$ cat src/rtl/key_conditioner_if.sv
`timescale 1ns/1ps
// Key conditioner bundle: raw active-low key levels in, single-cycle command pulses out.
interface key_conditioner_if;
    logic btn_up_n;
    logic btn_down_n;
    logic btn_sel_n;
    logic up_pulse;
    logic down_pulse;
    logic sel_pulse;

    // The keypad side drives the raw keys and listens to the commands.
    modport master (
        output btn_up_n,
        output btn_down_n,
        output btn_sel_n,
        input  up_pulse,
        input  down_pulse,
        input  sel_pulse
    );

    // The conditioner consumes raw keys and produces the commands.
    modport slave (
        input  btn_up_n,
        input  btn_down_n,
        input  btn_sel_n,
        output up_pulse,
        output down_pulse,
        output sel_pulse
    );
endinterface

$ cat src/rtl/key_conditioner.sv
`timescale 1ns/1ps
// Key conditioner: synchronizes, debounces and auto-repeats three push keys
// (UP, DOWN, SELECT) and turns them into registered single-cycle commands.
// UP and DOWN are mutually exclusive; SELECT fires once per press.
module key_conditioner #(
    parameter int DB_CYCLES   = 500_000,
    parameter int HOLD_CYCLES = 25_000_000,
    parameter int RPT_CYCLES  = 5_000_000
) (
    input  logic             clk,
    input  logic             rst,
    key_conditioner_if.slave keys
);

    localparam int NUM_CH  = 3;
    localparam int CH_UP   = 0;
    localparam int CH_DOWN = 1;
    localparam int CH_SEL  = 2;

    localparam int MAX_DH     = (DB_CYCLES > HOLD_CYCLES) ? DB_CYCLES : HOLD_CYCLES;
    localparam int MAX_CYCLES = (MAX_DH > RPT_CYCLES) ? MAX_DH : RPT_CYCLES;
    localparam int CNT_W      = $clog2(MAX_CYCLES);

    localparam logic [CNT_W-1:0] DB_LAST   = CNT_W'(DB_CYCLES - 1);
    localparam logic [CNT_W-1:0] HOLD_LAST = CNT_W'(HOLD_CYCLES - 1);
    localparam logic [CNT_W-1:0] RPT_LAST  = CNT_W'(RPT_CYCLES - 1);
    localparam logic [CNT_W-1:0] CNT_ONE   = CNT_W'(1);

    typedef enum logic [2:0] {
        IDLE,
        DB_PRESS,
        HOLD,
        REPEAT,
        DB_REL
    } state_e;

    logic [NUM_CH-1:0] raw_n;
    logic [NUM_CH-1:0] sync1_q;
    logic [NUM_CH-1:0] sync2_q;
    logic [NUM_CH-1:0] fire_vec;
    logic [NUM_CH-1:0] idle_vec;

    logic up_pulse_q;
    logic down_pulse_q;
    logic sel_pulse_q;

    assign raw_n = {keys.btn_sel_n, keys.btn_down_n, keys.btn_up_n};

    // Two-flop synchronizer for the asynchronous keys; resets to "released".
    always_ff @(posedge clk) begin
        if (rst) begin
            sync1_q <= '1;
            sync2_q <= '1;
        end else begin
            sync1_q <= raw_n;
            sync2_q <= sync1_q;
        end
    end

    for (genvar g = 0; g < NUM_CH; g++) begin : gen_ch
        localparam bit AUTO_RPT = (g != CH_SEL);

        state_e           state_q;
        state_e           state_d;
        logic [CNT_W-1:0] cnt_q;
        logic [CNT_W-1:0] cnt_d;
        logic             pressed;
        logic             fire;

        assign pressed = ~sync2_q[g];

        // Channel state and shared debounce/hold/repeat counter.
        always_ff @(posedge clk) begin
            if (rst) begin
                state_q <= IDLE;
                cnt_q   <= '0;
            end else begin
                state_q <= state_d;
                cnt_q   <= cnt_d;
            end
        end

        // Next state: the counter is always cleared before it could pass its terminal value.
        always_comb begin
            state_d = state_q;
            cnt_d   = cnt_q;
            case (state_q)
                IDLE: begin
                    if (pressed) begin
                        state_d = DB_PRESS;
                        cnt_d   = '0;
                    end
                end
                DB_PRESS: begin
                    if (!pressed) begin
                        state_d = IDLE;
                        cnt_d   = '0;
                    end else if (cnt_q == DB_LAST) begin
                        state_d = HOLD;
                        cnt_d   = '0;
                    end else begin
                        cnt_d = cnt_q + CNT_ONE;
                    end
                end
                HOLD: begin
                    if (!pressed) begin
                        state_d = DB_REL;
                        cnt_d   = '0;
                    end else if (AUTO_RPT) begin
                        if (cnt_q == HOLD_LAST) begin
                            state_d = REPEAT;
                            cnt_d   = '0;
                        end else begin
                            cnt_d = cnt_q + CNT_ONE;
                        end
                    end
                end
                REPEAT: begin
                    if (!pressed) begin
                        state_d = DB_REL;
                        cnt_d   = '0;
                    end else if (cnt_q == RPT_LAST) begin
                        cnt_d = '0;
                    end else begin
                        cnt_d = cnt_q + CNT_ONE;
                    end
                end
                DB_REL: begin
                    if (pressed) begin
                        cnt_d = '0;
                    end else if (cnt_q == DB_LAST) begin
                        state_d = IDLE;
                        cnt_d   = '0;
                    end else begin
                        cnt_d = cnt_q + CNT_ONE;
                    end
                end
                default: begin
                    state_d = IDLE;
                    cnt_d   = '0;
                end
            endcase
        end

        // Fire request on the edges that complete debounce, hold delay or a repeat period.
        always_comb begin
            fire = 1'b0;
            case (state_q)
                DB_PRESS: fire = pressed && (cnt_q == DB_LAST);
                HOLD:     fire = AUTO_RPT && pressed && (cnt_q == HOLD_LAST);
                REPEAT:   fire = pressed && (cnt_q == RPT_LAST);
                default:  fire = 1'b0;
            endcase
        end

        assign fire_vec[g] = fire;
        assign idle_vec[g] = (state_q == IDLE);
    end

    // Registered command pulses; UP and DOWN drop requests while the other key is active.
    always_ff @(posedge clk) begin
        if (rst) begin
            up_pulse_q   <= 1'b0;
            down_pulse_q <= 1'b0;
            sel_pulse_q  <= 1'b0;
        end else begin
            up_pulse_q   <= fire_vec[CH_UP] & idle_vec[CH_DOWN];
            down_pulse_q <= fire_vec[CH_DOWN] & idle_vec[CH_UP];
            sel_pulse_q  <= fire_vec[CH_SEL];
        end
    end

    assign keys.up_pulse   = up_pulse_q;
    assign keys.down_pulse = down_pulse_q;
    assign keys.sel_pulse  = sel_pulse_q;

endmodule
$ cat src/flat_wrapper.sv
// flat-port wrapper written by rule: the top's interface ports become plain ports
module key_conditioner_flat 
#(
    parameter int DB_CYCLES   = 500_000,
    parameter int HOLD_CYCLES = 25_000_000,
    parameter int RPT_CYCLES  = 5_000_000
)
  (clk, rst, keys_btn_up_n, keys_btn_down_n, keys_btn_sel_n, keys_up_pulse, keys_down_pulse, keys_sel_pulse);
  key_conditioner_if keys_i ();
  input  logic clk;
  input  logic rst;
  input wire logic [$bits(keys_i.btn_up_n)-1:0] keys_btn_up_n;
  input wire logic [$bits(keys_i.btn_down_n)-1:0] keys_btn_down_n;
  input wire logic [$bits(keys_i.btn_sel_n)-1:0] keys_btn_sel_n;
  output wire logic [$bits(keys_i.up_pulse)-1:0] keys_up_pulse;
  output wire logic [$bits(keys_i.down_pulse)-1:0] keys_down_pulse;
  output wire logic [$bits(keys_i.sel_pulse)-1:0] keys_sel_pulse;
  assign keys_i.btn_up_n = keys_btn_up_n;
  assign keys_i.btn_down_n = keys_btn_down_n;
  assign keys_i.btn_sel_n = keys_btn_sel_n;
  assign keys_up_pulse = keys_i.up_pulse;
  assign keys_down_pulse = keys_i.down_pulse;
  assign keys_sel_pulse = keys_i.sel_pulse;
  key_conditioner #(.DB_CYCLES(DB_CYCLES), .HOLD_CYCLES(HOLD_CYCLES), .RPT_CYCLES(RPT_CYCLES)) u_core (.clk(clk), .rst(rst), .keys(keys_i));
endmodule
$ cat config.mk
export PLATFORM = sky130hd
export DESIGN_NAME = key_conditioner_flat
export DESIGN_NICKNAME = d
export VERILOG_FILES = /design/src/rtl/key_conditioner_if.sv /design/src/rtl/key_conditioner.sv /design/src/flat_wrapper.sv
export SDC_FILE = /design/constraint.sdc
export NUM_CORES = 1
export LEC_CHECK = 0
export CAP_MARGIN = 25
export CORE_ASPECT_RATIO = 1.1
export CORE_UTILIZATION = 65
export CTS_BUF_LIST = sky130_fd_sc_hd__clkbuf_8
export DETAILED_ROUTE_END_ITERATION = 10
export PLACE_DENSITY = 0.78
export SETUP_SLACK_MARGIN = 0.15
export SLEW_MARGIN = 0
export SYNTH_ARGS = -nofsm -noshare
export SYNTH_HDL_FRONTEND = slang
export SYNTH_SLANG_ARGS = --single-unit
$ cat constraint.sdc
create_clock -name clk -period 2.26 [get_ports clk]
set_input_delay 0.452 -clock clk [delete_from_list [all_inputs] [get_ports clk]]
set_output_delay 0.452 -clock clk [all_outputs]
set_load 0.01 [all_outputs]
; Word-level counts from Yosys, hierarchy flattened
; Index checks and enable logic that the tools add are counted.
[totals]
register_bits = 93
inputBits = 5
out_inout_bits = 3
elab_cells = 127
[op_classes]
add_sub_neg = 3
n_eq_ne = 38
muxes = 54
bitwise = 5
reduce_logical = 16
[op_table]
columns = op, count
row1 = 2-to-1 mux 25 bit, 23
row2 = one-hot mux 25 bit (5 select lines), 3
row3 = "adder 25 x 1 -> 25 bit, second input constant", 3
row4 = "equality test 25 x 19 -> 1 bit, second input constant", 3
row5 = "equality test 25 x 23 -> 1 bit, second input constant", 3
row6 = 2-to-1 mux 3 bit, 22
row7 = "equality test 25 bit, second input constant", 2
row8 = one-hot mux 3 bit (5 select lines), 2
row9 = "!= test 2 x 1 -> 1 bit, second input constant", 10
row10 = "equality test 3 x 2 -> 1 bit, second input constant", 6
row11 = "!= test 3 x 1 -> 1 bit, second input constant", 5
row12 = one-hot mux 3 bit (4 select lines), 1
row13 = AND reduction 6 bit, 2
row14 = "equality test 3 x 1 -> 1 bit, second input constant", 3
row15 = "equality test 3 bit, second input constant", 3
row16 = zero test 3 bit, 3
row17 = logical AND 1 bit, 8
row18 = "!= test 2 bit, second input constant", 3
row19 = one-hot mux 1 bit (3 select lines), 2
row20 = AND reduction 5 bit, 1
row21 = inverter 1 bit, 3
row22 = AND 1 bit, 2
row23 = one-hot mux 1 bit (2 select lines), 1
row24 = AND reduction 2 bit, 1
row25 = OR reduction 2 bit, 1

; Depth between registers and ports, before layout
[depth]
ltp_word = 4
depth_mapped = 9
mapped_depth_nobuf = 7

; Worst setup path before layout
; No wires, ideal clock.
[synth_path]
path_kind = register to register
from = reg u_core.gen_ch[2].cnt_q[0]
to = reg u_core.gen_ch[2].cnt_q[8]
setup_time_ns = 0.117
arrival_time_ns = 1.932
required_time_ns = 2.143
setup_slack_ns = 0.211
stages_incl_launch_ff = 9
n_path_buf = 1
synth_period_minus_slack_ns = 2.049
cell_sequence = dfxtp_1 ha_1 and4_1 nand2_1 or3_4 o2bb2ai_2 buf_6 a31o_1 a22o_1
[synth_via]
elab_chain_cells = 4
elab_cells_between_ends = 9
classes_between = add/sub: 1 / eq/ne: 2 / mux: 6
[synth_rtl]
columns = element, line_no
row1 = from (decl), key_conditioner.sv:65  ; logic [CNT_W-1:0] cnt_q;
row2 = from (signal assigned), key_conditioner.sv:79  ; cnt_q <= cnt_d;
row3 = adder 25 x 1 -> 25 bit (tied with other cells), "key_conditioner.sv:102, key_conditioner.sv:125, key_conditioner.sv:135"
row4 = "2-to-1 mux 25 bit, on equally long branches", "key_conditioner.sv:98, key_conditioner.sv:131, key_conditioner.sv:122"
row5 = "2-to-1 mux 25 bit, on equally long branches", "key_conditioner.sv:129, key_conditioner.sv:95, key_conditioner.sv:119"
row6 = one-hot mux 25 bit (5 select lines) (*), key_conditioner.sv:87  ; case (state_q)
; Mark *: on every way between the ends. The rest lies on a longest branch, timed or not.
; A chain may end at the register's enable or synchronous reset.

; Final worst setup path
[layout_path]
from = reg u_core.gen_ch[2].cnt_q[0]
to = reg u_core.gen_ch[2].cnt_q[2]
; The elaborated chain is that of the path after synthesis.

==> results.yml <==
timing:
  period_share_pct: 91.71
  slew_viol_final: 0
  relSlewSlack_pct: 60.66
  fmax_ghz: 0.4825
  finalSetupViolCount: 0
  fin_tns_setup_ns: 0
  clock_skew_ns: 0.007409
  final.min_clock_period_ns: 2.073
  setup_ws_ns: 0.1873
  worst_pin_slew_ns: 0.5855
  rsz0062_at_grt: "true"
  timing_hold_violations_final: 0
setup_path:
  worst-path-buf-inv: 1
  crit_chain: "ha_2 > and4_4 > nand2_1 > or3_4 > o2bb2ai_4 > buf_4 > a31oi_1 > mux2i_1"
  start_kind: "register"
  cp_max_fo: 9
  required_ns: 2.51
  crit_type: "register to register"
  end_kind: "register"
  worstPathArrival_ns: 2.33
  cp_top_family: "simple AND/OR/NAND/NOR gates"
  slowest_delay_ns: 0.42
  worst_path_max_delay_cell: "or3_4"
logic_synthesis:
  synth_most_common_cell: "dfxtp_1"
  syn_area_um2: 4932
  ys.flop_type: "dfxtp_1"
  synth_area_leaders: "dfxtp_1 (38%), nor2_1 (6.6%), xnor2_1 (4.1%), nand3_1 (3.8%), nand2_1 (3.7%)"
  syn_avg_cell_area_um2: 8.220
  synth_top_area_cell: "dfxtp_1"
  synth_top_cells_by_count: "dfxtp_1 (93), nor2_1 (87), nand2_1 (48)"
  async_flop_share_pct: 0
  synth_warnings: 0
  synth_nets: 608
  ys_seq_area_share_pct: 37.75
  post-synth-top-area-fraction_pct: 37.75
  netlist_instances: 600
  synth-edff-count: 0
  synth.distinct_cells: 61
  ys_ff_latch: 93
global_routing:
  grtUsageTotal_pct: 30.66
  grt_overflow: 0
  antenna_found_initial: 0
  grt_pass1_vias: 4194
  grt_max_degree: 29
  grt_pass1_wl_um: 19550
placement:
  dp_cells: 683
  dp_hpwl_um: 7895
  gp_congestion: 0.9417
  dp_slack_ns: 0.07110
  port_buffers: 7
drt:
  ant_nets: 0
  drcViolationCount: 0
  drtIter0Drc: 342
  first_pass_iters: 5
  vias: 4490
  wl_um: 11730
  routedWlPerCell_um: 16.66
  routed_via_density: 6.378
final_layout:
  layout-drive-gt1-share_pct: 13.41
  syn_to_final_growth_pct: 12.33
  n_fill_cell: 543
  nets: 622
  finalNonFillerCells: 704
  antennaDiodeCount: 0
die:
  initial_utilization_pct: 68.82
  die_x_um: 85.06
  die_h_um: 93.36
  core_area_um2: 7167
  rows: 32
  die_area_um2: 7941
  pin_count: 8
clock_tree:
  path_clk_slew_ns: 0.09
  clk_latency_ns: 0.37
  ctsHoldBuffers: 0
  cts_tree: "done"
  htreeDepth: 3
  cts_sinks: 93
  numCtsBuffers: 9
  clk_path_buf_depth: 2
  root_buffer: "clkbuf_8"
hold_path:
  worst_hold_path_type: "register to register"
power_and_ir_drop:
  power.density_nw_per_um2: 582.5
  peakVddDrop_mv: 0.4315
  p_total_mw: 3.227
  p_leak_nw: 1.900
run:
  maxCapViolCount: 0
run_status:
  outcome: "finished clean"
[registers in the layout, summed over array words and instances (netlist names)]
signal,flops
u_core.keys.sel_pulse,1
u_core.gen_ch.state_q,9
u_core.sync2_q,3
u_core.sync1_q,3
u_core.keys.down_pulse,1
u_core.gen_ch.cnt_q,75
u_core.keys.up_pulse,1
[per-layer routing]
layer  track usage [%]  wire length, µm  up-vias
met5                 0                0        -
met4             13.42              208        0
met3             5.031              650       18
met2             51.14             5689      136
met1             39.12             5180     2114
li1                  -                -     2222
[metrics by stage]
stage                     hold slack (ns)  area (µm²)  util, %
final                              0.4185        5540    77.30
after CTS                          0.4250        5435    75.84
after detailed placement           0.4005        5129    71.56
after floorplan                    0.3895        4932        -
after global routing               0.4339        5540    77.30
after global placement             0.3916        5129    71.56
[power breakdown]
group	internal (mW)	total [mW]	switching (mW)	leakage, nW
Combinational	0.0471	0.127	0.0799	1.01
Sequential	1.64	1.65	0.00837	0.755
Clock	0.852	1.45	0.597	0.130
[kinds of logic (layout without fill, tap and decap cells)]
group                      count (synthesis)  in the layout  synth area share, %
and+or+nand+nor                          325            325                36.56
buffers and inverters                     45             64                4.262
adders and majority gates                  3              3               0.7611
xor gates and xnor gates                  39             39                6.925
muxes                                      4              4               0.8118
DFF                                       93             93                37.75
AOI/OAI and AO/OA                         91             91                12.94
[worst paths after layout]
check                       startpoint                   endpoint  slack [ns]  cells after the start
max          u_core.gen_ch[2].cnt_q[0]  u_core.gen_ch[2].cnt_q[2]        0.19                      8
min                  u_core.sync1_q[0]          u_core.sync2_q[0]        0.42                      1
max reg2reg  u_core.gen_ch[2].cnt_q[0]  u_core.gen_ch[2].cnt_q[2]        0.19                      8
min reg2reg          u_core.sync1_q[0]          u_core.sync2_q[0]        0.42                      1
[cell type report]
cell class	instances	area, µm²	area share, %
repair buffers	32	295.3	5.330
inverters	16	60.06	1.084
clock inverters	7	145.1	2.620
flip-flops and latches	93	1876	33.85
well taps	85	106.4	1.920
clock buffers	9	123.9	2.236
multi-input cells	462	2934	52.96
[cell usage in the layout (no fill, tap or decap), types with 6 or more instances in the layout]
| cell type | count |
|---|---|
| nor2_1 | 87 |
| dfxtp_1 | 84 |
| nand2_1 | 47 |
| nand3_1 | 37 |
| nand4_1 | 24 |
| xnor2_1 | 23 |
| buf_4 | 22 |
| nor3_1 | 20 |
| xor2_1 | 16 |
| inv_1 | 16 |
| nor4_1 | 14 |
| a21oi_1 | 13 |
| and3_1 | 12 |
| nor4b_1 | 12 |
| a31oi_1 | 10 |
| clkbuf_8 | 9 |
| or3_1 | 8 |
| and4_1 | 8 |
| dfxtp_2 | 8 |
| o21ai_1 | 7 |
| o21ai_0 | 7 |
| or2_2 | 7 |
| o31ai_1 | 6 |
| a21o_1 | 6 |
| a211o_1 | 6 |
| clkdlybuf4s50_1 | 6 |
[what timing repair did]
action                     4_1_cts  5_1_grt
pin swaps                        2        4
gates cloned                     0        1
setup endpoints to repair       29       41
resized for setup                7       16
setup buffers                    0        4
Note: power is estimated with default switching activity, not from simulation.
